===== src/rtl/allegro_codec_pkg.sv =====
// Shared types for the Allegro codec configuration path.
// APB transfer types plus the APB manager FSM state and response bundle.
package allegro_codec_pkg;

  typedef logic [19:0] dcd_targ_cfg_apb_addr_t;
  typedef logic [31:0] dcd_targ_cfg_apb_data_t;
  typedef logic [3:0]  dcd_targ_cfg_apb_strb_t;

  typedef enum logic [1:0] {
    ST_IDLE,
    ST_SETUP,
    ST_ACCESS,
    ST_RESP
  } apb_mgr_state_e;

  typedef struct packed {
    dcd_targ_cfg_apb_data_t rdata;
    logic                   err;
    logic                   timeout;
  } apb_mgr_rsp_t;

endpackage


===== src/rtl/allegro_codec_cfg_apb_manager.sv =====
// Single-outstanding APB manager for the codec configuration target.
// Converts a command handshake into one APB transfer with wait-state timeout.
module allegro_codec_cfg_apb_manager
  import allegro_codec_pkg::*;
#(
  parameter int unsigned TimeoutCycles = 256,
  parameter logic [2:0]  Pprot         = 3'b000
) (
  input  logic                   i_clk,
  input  logic                   i_rst_n,
  input  logic                   i_cmd_valid,
  output logic                   o_cmd_ready,
  input  logic                   i_cmd_write,
  input  dcd_targ_cfg_apb_addr_t i_cmd_addr,
  input  dcd_targ_cfg_apb_data_t i_cmd_wdata,
  input  dcd_targ_cfg_apb_strb_t i_cmd_wstrb,
  output logic                   o_rsp_valid,
  input  logic                   i_rsp_ready,
  output dcd_targ_cfg_apb_data_t o_rsp_rdata,
  output logic                   o_rsp_err,
  output logic                   o_rsp_timeout,
  output dcd_targ_cfg_apb_addr_t o_paddr,
  output dcd_targ_cfg_apb_data_t o_pwdata,
  output dcd_targ_cfg_apb_strb_t o_pstrb,
  output logic                   o_psel,
  output logic                   o_penable,
  output logic                   o_pwrite,
  output logic [2:0]             o_pprot,
  input  logic                   i_pready,
  input  logic                   i_pslverr,
  input  dcd_targ_cfg_apb_data_t i_prdata
);

  localparam int unsigned CntW =
    (TimeoutCycles > 1) ? $clog2(TimeoutCycles + 1) : 1;
  localparam bit TimeoutEn = (TimeoutCycles != 0);
  localparam logic [CntW-1:0] CntMax = '1;
  localparam logic [CntW-1:0] CntLim =
    TimeoutEn ? CntW'(TimeoutCycles - 1) : '0;

  apb_mgr_state_e         state_q;
  logic                   cmd_ready_q;
  logic                   psel_q;
  logic                   penable_q;
  logic                   pwrite_q;
  dcd_targ_cfg_apb_addr_t paddr_q;
  dcd_targ_cfg_apb_data_t pwdata_q;
  dcd_targ_cfg_apb_strb_t pstrb_q;
  logic                   rsp_valid_q;
  apb_mgr_rsp_t           rsp_q;
  logic [CntW-1:0]        wait_cnt_q;
  logic [CntW-1:0]        wait_cnt_d;
  logic                   timeout_hit;

  // A ready slave in the limit cycle wins over the timeout.
  always_comb begin
    wait_cnt_d = wait_cnt_q;
    if (wait_cnt_q != CntMax) begin
      wait_cnt_d = wait_cnt_q + 1'b1;
    end
    timeout_hit = TimeoutEn && (wait_cnt_q == CntLim) && !i_pready;
  end

  always_ff @(posedge i_clk) begin
    if (!i_rst_n) begin
      state_q     <= ST_IDLE;
      cmd_ready_q <= 1'b0;
      psel_q      <= 1'b0;
      penable_q   <= 1'b0;
      pwrite_q    <= 1'b0;
      paddr_q     <= '0;
      pwdata_q    <= '0;
      pstrb_q     <= '0;
      rsp_valid_q <= 1'b0;
      rsp_q       <= '0;
      wait_cnt_q  <= '0;
    end else begin
      unique case (state_q)
        ST_IDLE: begin
          cmd_ready_q <= 1'b1;
          if (cmd_ready_q && i_cmd_valid) begin
            cmd_ready_q <= 1'b0;
            psel_q      <= 1'b1;
            penable_q   <= 1'b0;
            pwrite_q    <= i_cmd_write;
            paddr_q     <= i_cmd_addr;
            pwdata_q    <= i_cmd_write ? i_cmd_wdata : '0;
            pstrb_q     <= i_cmd_write ? i_cmd_wstrb : '0;
            wait_cnt_q  <= '0;
            state_q     <= ST_SETUP;
          end
        end
        ST_SETUP: begin
          penable_q <= 1'b1;
          state_q   <= ST_ACCESS;
        end
        ST_ACCESS: begin
          if (i_pready) begin
            psel_q        <= 1'b0;
            penable_q     <= 1'b0;
            rsp_valid_q   <= 1'b1;
            rsp_q.err     <= i_pslverr;
            rsp_q.timeout <= 1'b0;
            rsp_q.rdata   <= (!pwrite_q && !i_pslverr) ? i_prdata : '0;
            state_q       <= ST_RESP;
          end else if (timeout_hit) begin
            psel_q        <= 1'b0;
            penable_q     <= 1'b0;
            rsp_valid_q   <= 1'b1;
            rsp_q.err     <= 1'b1;
            rsp_q.timeout <= 1'b1;
            rsp_q.rdata   <= '0;
            wait_cnt_q    <= wait_cnt_d;
            state_q       <= ST_RESP;
          end else begin
            wait_cnt_q <= wait_cnt_d;
          end
        end
        ST_RESP: begin
          if (i_rsp_ready) begin
            rsp_valid_q <= 1'b0;
            rsp_q       <= '0;
            cmd_ready_q <= 1'b1;
            state_q     <= ST_IDLE;
          end
        end
        default: begin
          state_q <= ST_IDLE;
        end
      endcase
    end
  end

  assign o_cmd_ready   = cmd_ready_q;
  assign o_psel        = psel_q;
  assign o_penable     = penable_q;
  assign o_pwrite      = pwrite_q;
  assign o_paddr       = paddr_q;
  assign o_pwdata      = pwdata_q;
  assign o_pstrb       = pstrb_q;
  assign o_pprot       = Pprot;
  assign o_rsp_valid   = rsp_valid_q;
  assign o_rsp_rdata   = rsp_q.rdata;
  assign o_rsp_err     = rsp_q.err;
  assign o_rsp_timeout = rsp_q.timeout;

endmodule


===== config.mk =====
export PLATFORM = sky130hd
export DESIGN_NAME = allegro_codec_cfg_apb_manager
export DESIGN_NICKNAME = d
export VERILOG_FILES = /design/src/rtl/allegro_codec_pkg.sv /design/src/rtl/allegro_codec_cfg_apb_manager.sv
export SDC_FILE = /design/constraint.sdc
export NUM_CORES = 1
export LEC_CHECK = 0
export ABC_AREA = 1
export BUFFER_PORTS_ARGS = -buffer_cell sky130_fd_sc_hd__buf_2
export CELL_PAD_IN_SITES_DETAIL_PLACEMENT = 0
export CELL_PAD_IN_SITES_GLOBAL_PLACEMENT = 1
export CORE_MARGIN = 2
export CORE_UTILIZATION = 32
export DETAILED_ROUTE_END_ITERATION = 10
export HOLD_SLACK_MARGIN = 0.05
export PLACE_DENSITY = 0.86
export SETUP_SLACK_MARGIN = 0.02
export SYNTH_ARGS = -nofsm -noshare
export SYNTH_HDL_FRONTEND = slang
export SYNTH_SLANG_ARGS = --single-unit

===== constraint.sdc =====
create_clock -name i_clk -period 2.5 [get_ports i_clk]
set_input_delay 0.125 -clock i_clk [delete_from_list [all_inputs] [get_ports i_clk]]
set_output_delay 0.125 -clock i_clk [all_outputs]
set_load 0.005 [all_outputs]

-- Word-level counts from Yosys, hierarchy flattened
Index checks and enable logic that the tools add are counted.
- add/subtract/negate cells: 1
- equality and inequality tests: 10
- muxes and demuxes: 29
- reductions and logical operators: 18
- operator list (operator ; number):
    $mux 34 ; 3
    $pmux 34 s2 ; 1
    $mux 32 ; 2
    $mux 9 ; 3
    $pmux 9 s2 ; 1
    $reduce_and 3->1 ; 4
    $add 9x1->9 const B ; 1
    $eq 9x8->1 const B ; 1
    $mux 1 ; 9
    $ne 9x9->1 const B ; 1
    $mux 2 ; 4
    $ne 2x2->1 const B ; 4
    $pmux 2 s4 ; 1
    $pmux 1 s2 ; 3
    $reduce_bool 2->1 ; 3
    $eq 2x2->1 const B ; 2
    $mux 4 ; 1
    $reduce_and 2->1 ; 2
    $reduce_and 4->1 ; 1
    $logic_and 1x1->1 ; 3
    $logic_not 1->1 ; 3
    $ne 3x3->1 const B ; 1
    $pmux 1 s3 ; 1
    $reduce_bool 3->1 ; 1
    2 further kinds ; 2
- register bits: 106
- output and inout bits: 98
- logic and storage cells: 71

-- Logic depth before layout (Yosys ltp)
Gate-level depths: netlist (run 1).
- word-level depth: 5
- mapped depth: 11
- mapped depth without buffers: 10

-- Worst setup path before layout (run 1)
Ideal clock, no wire load.
- kind: reg2reg
- from: register wait_cnt_q[0]
- to: register rsp_q (netlist bit o_rsp_rdata[10])
- library setup time: 70 ps
- arrival: 1803 ps
- required time: 2430 ps
- slack: 626 ps
- stages on the path, launching flop included: 12
- path buffers: 1
- clock period less this slack: 1874 ps
- cell sequence: dfxtp_1 > ha_1 > nand2_1 > nor4_1 > ha_1 > nor2_1 > nand2_1 > nand2_2 > inv_2 > buf_4 > nand2_1 > a21oi_1
- word-level cells in the longest chain between the ends: 4
- RTL lines (item ; RTL line ; RTL):
    from (decl) ; allegro_codec_cfg_apb_manager.sv:51 ; logic [CntW-1:0] wait_cnt_q;
    from (signal assigned) ; allegro_codec_cfg_apb_manager.sv:113 ; wait_cnt_q <= wait_cnt_d;
    from (signal assigned) ; allegro_codec_cfg_apb_manager.sv:116 ; wait_cnt_q <= wait_cnt_d;
    $eq 9x8->1 ; allegro_codec_cfg_apb_manager.sv:61 ; timeout_hit = TimeoutEn && (wait_cnt_q == CntLim) && !i_pready;
    $logic_and 1x1->1 ; allegro_codec_cfg_apb_manager.sv:61 ;
    $ne 3x3->1 (no line) ; -- ;
    $reduce_and 3->1 (no line) ; -- ;
    to (decl) ; allegro_codec_cfg_apb_manager.sv:50 ; apb_mgr_rsp_t rsp_q;
Every way passes these cells.
A chain may end at the register's enable or synchronous reset.

-- Final worst setup path (run 1)
Same ends and word-level chain as after synthesis.

==> results of run 1 <==
[per-layer routing]
metal  routed length, um  global-route usage  part of all wire
met4                 197              0.0640             0.016
met1                5720               0.225              0.46
met2                5510               0.274              0.44
met3                1120              0.0570             0.089
met5                   0                   0                 0
[power breakdown]
part	switching, W	internal, W
combinational	0.000794	0.000499
sequential	0.000108	0.00188
clock	0.000659	0.000784
total	0.00156	0.00316
[cell type report]
cell class | instances | share of cell area
timing repair buffer | 255 | 0.256
antenna | 1 | 0.000402
clock buffer | 9 | 0.0362
clock inverter | 7 | 0.0123
multi-input combinational | 437 | 0.306
tap | 176 | 0.0354
sequential | 106 | 0.341
inverter | 20 | 0.0121
[worst paths after layout]
| kind | from | to | slack (ns) | cells after the start |
|---|---|---|---|---|
| setup / recovery | wait_cnt_q[0] | o_rsp_rdata[10] | 0.29 | 11 |
| hold / removal | i_cmd_wstrb[1] | o_pstrb[1] | 0.07 | 3 |
| setup reg to reg | wait_cnt_q[0] | o_rsp_rdata[10] | 0.29 | 11 |
| hold reg to reg | o_rsp_rdata[21] | o_rsp_rdata[21] | 0.46 | 2 |
[state kept, by name (all words and copies together), names as in the netlist]
signal / flops
o_cmd_ready: 1
o_pwdata: 32
o_penable: 1
state_q: 2
wait_cnt_q: 9
o_rsp_rdata: 32
o_rsp_timeout: 1
o_paddr: 20
o_rsp_err: 1
o_rsp_valid: 1
o_pstrb: 4
o_pwrite: 1
o_psel: 1
[kinds of logic after synthesis]
family	synth area share
buf+inv	0.0634
other cells	0.000875
compound gates	0.130
fa+ha+maj	0.0263
simple gates	0.284
flops	0.495
[worst max-delay path, cell delays in order (launching register included)]
cell	delay, ns
sky130_fd_sc_hd__dfxtp_1	0.36
sky130_fd_sc_hd__ha_1	0.17
sky130_fd_sc_hd__nand2_1	0.10
sky130_fd_sc_hd__nor4_1	0.38
sky130_fd_sc_hd__ha_1	0.22
sky130_fd_sc_hd__nor2_1	0.04
sky130_fd_sc_hd__nand2_1	0.16
sky130_fd_sc_hd__nand2_2	0.09
sky130_fd_sc_hd__inv_2	0.24
sky130_fd_sc_hd__buf_12	0.19
sky130_fd_sc_hd__nand2_1	0.06
sky130_fd_sc_hd__a21oi_1	0.12
[per-stage QoR]
step / hold WS [ns] / instance area, um^2 / setup slack, ns / total power (W)
4_1_cts: 0.0523 / 6220 / 0.272 / 0.00478
6_report: 0.0719 / 6220 / 0.294 / 0.00472
5_1_grt: 0.0633 / 6220 / 0.0570 / 0.00502
2_1_floorplan: 0.251 / 4290 / 0.626 / 0.00281
3_5_place_dp: 0.379 / 5360 / 0.289 / 0.00325
3_3_place_gp: 0.376 / 5360 / 0.403 / 0.00325
[layout by cell type (no fill, tap or decap)]
master	count
sky130_fd_sc_hd__ha_1	9
sky130_fd_sc_hd__dlygate4sd3_1	55
sky130_fd_sc_hd__nor2_2	4
sky130_fd_sc_hd__nand3_2	1
sky130_fd_sc_hd__a21boi_0	1
sky130_fd_sc_hd__o21bai_1	1
sky130_fd_sc_hd__nand2_1	244
sky130_fd_sc_hd__nor2_1	51
sky130_fd_sc_hd__clkbuf_16	9
sky130_fd_sc_hd__clkinv_4	1
sky130_fd_sc_hd__nor3b_1	1
sky130_fd_sc_hd__conb_1	3
sky130_fd_sc_hd__nand2_2	1
sky130_fd_sc_hd__nor3_1	4
sky130_fd_sc_hd__o21ai_0	8
sky130_fd_sc_hd__nand4_1	3
sky130_fd_sc_hd__inv_1	17
sky130_fd_sc_hd__dfxtp_1	106
sky130_fd_sc_hd__nand3_1	5
sky130_fd_sc_hd__diode_2	1
sky130_fd_sc_hd__buf_2	189
sky130_fd_sc_hd__inv_2	3
sky130_fd_sc_hd__buf_12	1
sky130_fd_sc_hd__buf_4	10
sky130_fd_sc_hd__clkinvlp_4	2
sky130_fd_sc_hd__clkinv_2	1
sky130_fd_sc_hd__bufinv_16	1
sky130_fd_sc_hd__inv_6	2
sky130_fd_sc_hd__nor4_1	1
sky130_fd_sc_hd__a21oi_1	100
[repair_timing]
item                                   CTS  global route
endpoints found under the hold margin   55             0
resized for setup                        0             0
hold buffers                            55             0
==> run summary, run 1 <==
Status
* status: finished clean

GRT
* maximum number of pins on one net before global-route repair: 52
* via count of the first global-routing pass: 4171
* first-pass GRT wire length: 20400 um
* number of antenna violations at the first check in global routing: 1
* global routing usage summed across all routing layers: 0.175
* overflow left after global routing: 0

Clock tree
* root buffer cell: sky130_fd_sc_hd__clkbuf_16
* clock latency of the later-clocked register in the worst-skew pair: 0.35 ns
* post-CTS clock slew at the launch and capture registers of the worst setup and hold paths: 0.08 ns
* TritonCTS clock tree: built
* post-CTS setup repair buffer count: 0
* number of H-tree branching levels: 3
* maximum number of buffers from clock root to sink: 2
* clock sinks: 106
* number of buffers created by CTS: 9

Place
* cell total after placement: 939
* final RePlAce weighted congestion: 0.783
* port buffer count: 189
* post-detailed-placement half-perimeter wirelength: 8190 um

Finish
* Reg area: 0.00212 mm^2
* post-layout util: 0.473
* fraction of final layout cells with drive strength greater than 1: 0.270
* area added between synthesis and finish: 45.2%
* multi-input logic area: 0.00191 mm^2
* count of placed standard cells in the final layout, fillers left out: 1011
* number of fill cells in the layout: 1352
* number of nets in the layout: 933

Detailed routing
* Final ANT Viol Nets: 0
* total via count after detailed routing: 4534
* detail-routed via count per cell: 4.48
* first-pass detailed-route iteration total: 4
* WL per Instance: 12.4 um
* drt initial violations: 263
* DRC viols: 0
* final WL: 12500 um

Synthesis
* most frequently used cell type in the post-synthesis netlist: sky130_fd_sc_hd__nand2_1
* Post-Synthesis Cells: 598
* cell types with the highest counts after synthesis: sky130_fd_sc_hd__nand2_1, sky130_fd_sc_hd__dfxtp_1, sky130_fd_sc_hd__a21oi_1
* sequential-to-total area share from yosys stat: 0.495
* distinct cell type count after synthesis: 23
* register bit count reported by yosys: 106
* Yosys Warn Count: 0
* mean cell area of the mapped netlist: 7.16 um^2
* cells taking the most area after synthesis: sky130_fd_sc_hd__dfxtp_1, sky130_fd_sc_hd__nand2_1, sky130_fd_sc_hd__a21oi_1, sky130_fd_sc_hd__nor2_1, sky130_fd_sc_hd__ha_1
* EDFF count, synth: 0
* Synth Cell Area: 0.00428 mm^2
* area share of the largest cell type after synthesis: 0.495
* most instantiated flip-flop cell in the synthesis netlist: sky130_fd_sc_hd__dfxtp_1
* share of async-settable or async-resettable flops after synthesis: 0
* post-synthesis cell type with the largest combined area: sky130_fd_sc_hd__dfxtp_1

Die
* overall die area: 0.0143 mm^2
* row cnt: 42
* die outline height: 120 um
* core outline area: 0.0131 mm^2
* die boundary width: 120 um
* starting utilization of the core area: 0.326
* top-level I/O count: 193

STA
* post-layout min period: 2.21 ns
* Fmax achieved: 453 MHz
* Final setup viols: 0
* RSZ-0062 raised after global routing: no
* final hold violation count: 0
* Slew Viols, Final: 0
* fraction of the cycle the final worst path needs: 0.882
* worst max-slew margin expressed relative to the limit: 0.640
* worst clock skew on the final layout: 0.00725 ns
* Worst-Margin Slew: 0.540 ns
* post-route setup TNS: 0 ns

Power
* largest voltage drop on the vdd net: 0.381 mV
* pwr/cell area: 759 mW/mm^2
* leakage component of the power: 2.81 nW

Hold path
* type of the tightest min-delay check: input pin to flop

Critical path
* Crit path arrival time: 2.48 ns
* start-to-end type of the worst setup path: flop to flop
* critical-path maximum fanout: 19
* Worst Setup Start Kind: flop
* data required time at the worst endpoint: 2.78 ns
* Worst Setup End Kind: flop

Job
* Max-Cap Viols: 0

No activity file was read; power rests on OpenSTA's default activity.
==> inputs of run 2 (changes only) <==
- GPL_TIMING_DRIVEN: default -> 0
==> run 2 against run 1 <==
First-iteration DRC count fell by 20%. Clock power rose by 8%. Maximum frequency fell by 1.1%. Via count rose by 2.5%. Flip-flop and latch count did not move. Largest power group unchanged.
==> run summary, run 2 (synthesis gave the netlist of run 1 again) <==
Detailed routing
* detail-routed via count per cell: 4.49, +0.16%
* drt initial violations: 210, -20%
* Final ANT Viol Nets: 0, unchanged
* first-pass detailed-route iteration total: 5, +1
* DRC viols: 0, unchanged
* total via count after detailed routing: 4649, +2.5%
* final WL: 13000 um, +3.7%
* WL per Instance: 12.6 um, +1.3%

Critical path
* startpoint of the most critical setup path: wait_cnt_q[0]
* start-to-end type of the worst setup path: flop to flop
* Worst Setup End Kind: flop
* Worst Reg2Reg Path Length in Cells: 10, -1
* reg2reg start: wait_cnt_q[0]
* data required time at the worst endpoint: 2.70 ns, -0.08 ns
* critical-path maximum fanout: 8, -11
* Worst Setup Start Kind: flop
* Worst R2R End: wait_cnt_q[1]
* setup slack of the most critical reg-to-reg path: 0.27 ns, -0.02 ns
* Crit path arrival time: 2.43 ns, -0.05 ns

GRT
* maximum number of pins on one net before global-route repair: 18, -65%
* via count of the first global-routing pass: 4460, +6.9%
* global routing usage summed across all routing layers: 0.181, +0.00661
* number of antenna violations at the first check in global routing: 0, -1
* overflow left after global routing: 0, unchanged
* first-pass GRT wire length: 21100 um, +3.1%

Clock tree
* clock sinks: 106, unchanged
* number of buffers created by CTS: 9, unchanged
* TritonCTS clock tree: built
* number of H-tree branching levels: 3, unchanged
* maximum number of buffers from clock root to sink: 2, unchanged
* clock latency of the later-clocked register in the worst-skew pair: 0.34 ns, about the same
* root buffer cell: sky130_fd_sc_hd__clkbuf_16
* post-CTS clock slew at the launch and capture registers of the worst setup and hold paths: 0.07 ns, about the same

STA
* post-layout min period: 2.23 ns, +0.0241 ns
* Final setup viols: 0, unchanged
* post-route setup TNS: 0 ns, unchanged
* worst clock skew on the final layout: 0.00815 ns, +0.000904 ns
* Fmax achieved: 448 MHz, -1.1%
* Slew Viols, Final: 0, unchanged
* RSZ-0062 raised after global routing: no
* worst max-slew margin expressed relative to the limit: 0.594, -0.0455
* final hold violation count: 0, unchanged
* fraction of the cycle the final worst path needs: 0.892, +0.00963
* Worst-Margin Slew: 0.608 ns, +0.0682 ns

Power
* Pint: 0.00331 W, +4.8%
* pwr/cell area: 768 mW/mm^2, +1.2%
* Gate power share: 0.275, about the same
* clock share of power: 0.317, +0.011
* largest voltage drop on the vdd net: 0.391 mV, +2.7%
* net switching power: 0.00156 W, about the same
* net switching fraction of the power: 0.320, -0.0105
* leakage component of the power: 2.89 nW, +2.6%
* share of total power in sequential cells: 0.407, -0.013

Place
* cell total after placement: 965, +2.8%
* post-detailed-placement half-perimeter wirelength: 9390 um, +15%
* port buffer count: 189, unchanged
* final RePlAce weighted congestion: 0.760, -2.9%

Hold path
* launch instance of the worst min-delay path: i_rst_n
* destination of the worst hold path: state_q[0]
* number of cells on the worst hold path: 3, unchanged
* type of the tightest min-delay check: input pin to flop

Die
* starting utilization of the core area: 0.326, unchanged
* die outline height: 120 um, unchanged
* row cnt: 42, unchanged
* die boundary width: 120 um, unchanged
* top-level I/O count: 193, unchanged
* overall die area: 0.0143 mm^2, unchanged
* core outline area: 0.0131 mm^2, unchanged

Finish
* area added between synthesis and finish: 48.0%
* fraction of final layout cells with drive strength greater than 1: 0.271, +0.00146
* commonest cells after routing, fill and taps aside: sky130_fd_sc_hd__nand2_1, sky130_fd_sc_hd__buf_2, sky130_fd_sc_hd__dfxtp_1
* number of nets in the layout: 959, +2.8%
* count of placed standard cells in the final layout, fillers left out: 1035, +2.4%
* final antenna diode count: 0, -1
* most common cell after layout, fill and taps aside: sky130_fd_sc_hd__nand2_1

Job
* Max-Cap Viols: 0, unchanged

Status
* status: finished clean

-- run 2: cell types whose count changed in the layout (fill, tap and decap cells not counted), sizes merged --
cell and delta:
bufinv +1, buf +11, clkinvlp -2, clkinv -1
clkbuf +16, diode -1
-- run 2: what timing repair did --
action | CTS | global route
resized for setup | 0 | 2
hold buffers | 55 | 0
endpoints found under the hold margin | 55 | 0
buffers inserted | 0 | 0
endpoints found under the setup margin | 0 | 31
-- run 2: per-stage QoR --
| stage | hold WS, ns | cell area [um^2] | total power, W | util | setup slack (ns) |
|---|---|---|---|---|---|
| after floorplan | 0.251 | 4290 | 0.00281 | - | 0.626 |
| after global placement | 0.375 | 5460 | 0.00330 | 0.415 | 0.211 |
| after detailed placement | 0.379 | 5460 | 0.00331 | 0.415 | 0.155 |
| after CTS | 0.0537 | 6330 | 0.00494 | 0.482 | 0.158 |
| after global routing | 0.0568 | 6340 | 0.00519 | 0.483 | 0.0338 |
| final | 0.0658 | 6340 | 0.00487 | 0.483 | 0.270 |
-- run 2: area by class of cell --
type                            count  area (um^2)
Buffer                             37          196
Timing Repair Buffer              244         1500
Clock buffer                       10          239
Sequential cell                   106         2120
Tap cell                          176          220
Inverter                           20         75.1
Multi-Input combinational cell    437         1910
Fill cell                        1356         6800
Clock inverter                      5         85.1
-- run 2: how the worst max path moves through the flow --
stage | slack (ns) | endpoint | cells after the start
2_1_floorplan | 0.63 | o_rsp_rdata[10] | 11
3_3_place_gp | 0.21 | o_rsp_rdata[7] | 11
3_5_place_dp | 0.16 | o_rsp_rdata[7] | 11
4_1_cts | 0.16 | o_rsp_rdata[9] | 11
5_1_grt | 0.03 | wait_cnt_q[1] | 10
6_report | 0.27 | wait_cnt_q[1] | 10
-- run 2: critical path, stage by stage (launching register included) --
cell and delay (ns):
sky130_fd_sc_hd__dfxtp_1 0.34, sky130_fd_sc_hd__ha_1 0.21, sky130_fd_sc_hd__nand2_1 0.15, sky130_fd_sc_hd__nor4_2 0.08, sky130_fd_sc_hd__ha_1 0.17, sky130_fd_sc_hd__o21ai_0 0.45, sky130_fd_sc_hd__nand2_1 0.31, sky130_fd_sc_hd__inv_1 0.18
sky130_fd_sc_hd__nand2_1 0.06, sky130_fd_sc_hd__o21ai_0 0.07, sky130_fd_sc_hd__nor2_1 0.07
-- run 2: per-layer routing --
layer / track usage / wire (um) / up-vias
met5: 0 / 0 / -
met4: 0.0610 / 120 / 0
met3: 0.0575 / 1120 / 9
met2: 0.295 / 5870 / 184
met1: 0.227 / 5910 / 2060
li1: - / - / 2396
-- run 2: power groups by stage --
stage	logic (W)	clock network (W)	registers, W
after floorplan	0.000782	0	0.00203
after detailed placement	0.00129	0	0.00202
after global routing	0.00153	0.00165	0.00201
after global placement	0.00128	0	0.00202
after CTS	0.00136	0.00160	0.00199
final	0.00134	0.00155	0.00199
==> inputs of run 3 (changes only) <==
- clock period: 2.5 -> 2.15 ns (I/O delays scaled with it)
==> run 3 against run 2 <==
Maximum frequency up 15%. Power up 17%. Via count about the same. Combinational power up 19%. Critical path depth up 1. Cell area up 0.93%. Setup slack worse by 0.062 ns. Non-clock buffer count up 4. Sequential power up 16%. First-iteration DRC count down 5.7%. Critical endpoint is now o_rsp_rdata[9]. Largest power group unchanged. Highest routed layer unchanged.
==> run summary, run 3 (synthesis gave the netlist of run 1 again) <==
Critical path
* reg2reg start: wait_cnt_q[0]
* setup slack of the most critical reg-to-reg path: 0.21 ns, -0.06 ns
* start-to-end type of the worst setup path: flop to flop
* Worst Setup End Kind: flop
* Worst Reg2Reg Path Length in Cells: 11, +1
* startpoint of the most critical setup path: wait_cnt_q[0]
* data required time at the worst endpoint: 2.43 ns, -0.27 ns
* Worst R2R End: o_rsp_rdata[9]
* critical-path maximum fanout: 10, +2
* Crit path arrival time: 2.22 ns, -0.21 ns
* Worst Setup Start Kind: flop

Clock tree
* number of H-tree branching levels: 3, unchanged
* number of buffers created by CTS: 9, unchanged
* post-CTS clock slew at the launch and capture registers of the worst setup and hold paths: 0.07 ns, about the same
* clock sinks: 106, unchanged
* root buffer cell: sky130_fd_sc_hd__clkbuf_16
* TritonCTS clock tree: built
* maximum number of buffers from clock root to sink: 2, unchanged
* clock latency of the later-clocked register in the worst-skew pair: 0.34 ns, about the same

Power
* pwr/cell area: 890 mW/mm^2, +16%
* largest voltage drop on the vdd net: 0.455 mV, +16%
* leakage component of the power: 2.93 nW, +1.3%

Job
* Max-Cap Viols: 0, unchanged

GRT
* number of antenna violations at the first check in global routing: 0, unchanged
* maximum number of pins on one net before global-route repair: 18, unchanged
* via count of the first global-routing pass: 4474, +0.31%
* global routing usage summed across all routing layers: 0.182, +0.00101
* overflow left after global routing: 0, unchanged
* first-pass GRT wire length: 21200 um, +0.59%

STA
* RSZ-0062 raised after global routing: no
* worst max-slew margin expressed relative to the limit: 0.597, +0.00278
* fraction of the cycle the final worst path needs: 0.903, +0.0113
* final hold violation count: 0, unchanged
* post-route setup TNS: 0 ns, unchanged
* Worst-Margin Slew: 0.604 ns, -0.00418 ns
* Slew Viols, Final: 0, unchanged
* worst clock skew on the final layout: 0.00616 ns, -0.00199 ns
* post-layout min period: 1.94 ns, -0.288 ns
* Hold Slack: 0.0820 ns, +0.0163 ns
* Final setup viols: 0, unchanged
* Fmax achieved: 515 MHz, +15%

Finish
* most common cell after layout, fill and taps aside: sky130_fd_sc_hd__nand2_1
* commonest cells after routing, fill and taps aside: sky130_fd_sc_hd__nand2_1, sky130_fd_sc_hd__buf_2, sky130_fd_sc_hd__dfxtp_1
* total non-filler cell area in the finished layout: 0.00640 mm^2, +0.93%
* area added between synthesis and finish: 49.4%
* final antenna diode count: 0, unchanged
* post-layout util: 0.487, +0.00448
* number of nets in the layout: 963, +0.42%
* fraction of final layout cells with drive strength greater than 1: 0.276, +0.00454

Detailed routing
* final WL: 13100 um, +0.57%
* total via count after detailed routing: 4648, -0.022%
* WL per Instance: 12.6 um, +0.18%
* detail-routed via count per cell: 4.47, -0.41%
* drt initial violations: 198, -5.7%
* first-pass detailed-route iteration total: 5, unchanged
* Final ANT Viol Nets: 0, unchanged
* DRC viols: 0, unchanged

Die
* top-level I/O count: 193, unchanged
* overall die area: 0.0143 mm^2, unchanged
* core outline area: 0.0131 mm^2, unchanged
* die boundary width: 120 um, unchanged
* die outline height: 120 um, unchanged
* row cnt: 42, unchanged
* starting utilization of the core area: 0.326, unchanged

Place
* final RePlAce weighted congestion: 0.760, unchanged
* Placement Cell Area: 0.00546 mm^2, unchanged
* post-detailed-placement half-perimeter wirelength: 9390 um, unchanged
* port buffer count: 189, unchanged

Hold path
* destination of the worst hold path: o_rsp_rdata[5]
* number of cells on the worst hold path: 5, +2
* launch instance of the worst min-delay path: i_prdata[5]
* type of the tightest min-delay check: input pin to flop

Status
* status: finished clean

-- run 3: cell types whose count changed in the layout (fill, tap and decap cells not counted), sizes merged --
cell,delta
clkbuf,+1
buf,+1
dlygate4sd3,+2
-- run 3: final cells by class --
class	count	area, um^2
clock inverter	5	85.1
fill	1350	6740
inverter	20	77.6
timing repair buffer	248	1530
clock buffer	10	239
multi-input combinational	437	1930
tap	176	220
buffer	37	198
sequential	106	2120
-- run 3: worst max-delay path by stage --
stage	end	slack, ns	cells after the start
after global routing	o_rsp_rdata[3]	0.006	11
final	o_rsp_rdata[9]	0.21	11
after global placement	o_rsp_rdata[7]	-0.14	11
after floorplan	o_rsp_rdata[10]	0.28	11
after CTS	o_rsp_rdata[9]	0.05	11
after detailed placement	o_rsp_rdata[7]	-0.19	11
-- run 3: layer usage --
layer / up-vias / GRT usage / share of wire / routed length, um
met5: - / 0 / 0 / 0
met4: 0 / 0.0610 / 0.013 / 168
met3: 13 / 0.0575 / 0.082 / 1080
met2: 166 / 0.297 / 0.45 / 5900
met1: 2063 / 0.229 / 0.45 / 5950
li1: 2406 / - / - / -
-- run 3: report_power, final --
| part | leakage [nW] | internal [W] | switching (W) |
|---|---|---|---|
| clock network | 0.161 | 0.00106 | 0.000745 |
| logic | 1.91 | 0.000630 | 0.000957 |
| registers | 0.858 | 0.00218 | 0.000125 |
| total | 2.93 | 0.00387 | 0.00183 |
-- run 3: worst max-delay path: stages, from the launching register on --
cell and delay [ns]:
sky130_fd_sc_hd__dfxtp_1 0.37, sky130_fd_sc_hd__ha_1 0.18, sky130_fd_sc_hd__nand2_1 0.15, sky130_fd_sc_hd__nor4_4 0.22, sky130_fd_sc_hd__ha_1 0.20, sky130_fd_sc_hd__nor2_1 0.05, sky130_fd_sc_hd__nand2_2 0.13, sky130_fd_sc_hd__nand2_4 0.12
sky130_fd_sc_hd__inv_4 0.11, sky130_fd_sc_hd__buf_4 0.17, sky130_fd_sc_hd__nand2_1 0.06, sky130_fd_sc_hd__a21oi_1 0.12
-- run 3: repair_timing --
item	4_1_cts	5_1_grt
hold buffers	57	0
endpoints found under the hold margin	57	0
pin swaps	0	1
setup buffers	0	2
gates resized for setup	4	5
endpoints found under the setup margin	37	37
-- run 3: per-stage QoR --
| step | power [W] | std cells | worst slack, ns |
|---|---|---|---|
| after floorplan | 0.00327 | 600 | 0.276 |
| after global placement | 0.00383 | 965 | -0.139 |
| after detailed placement | 0.00385 | 965 | -0.195 |
| after CTS | 0.00575 | 1037 | 0.0544 |
| after global routing | 0.00607 | 1039 | 0.00609 |
| final | 0.00570 | 1039 | 0.208 |
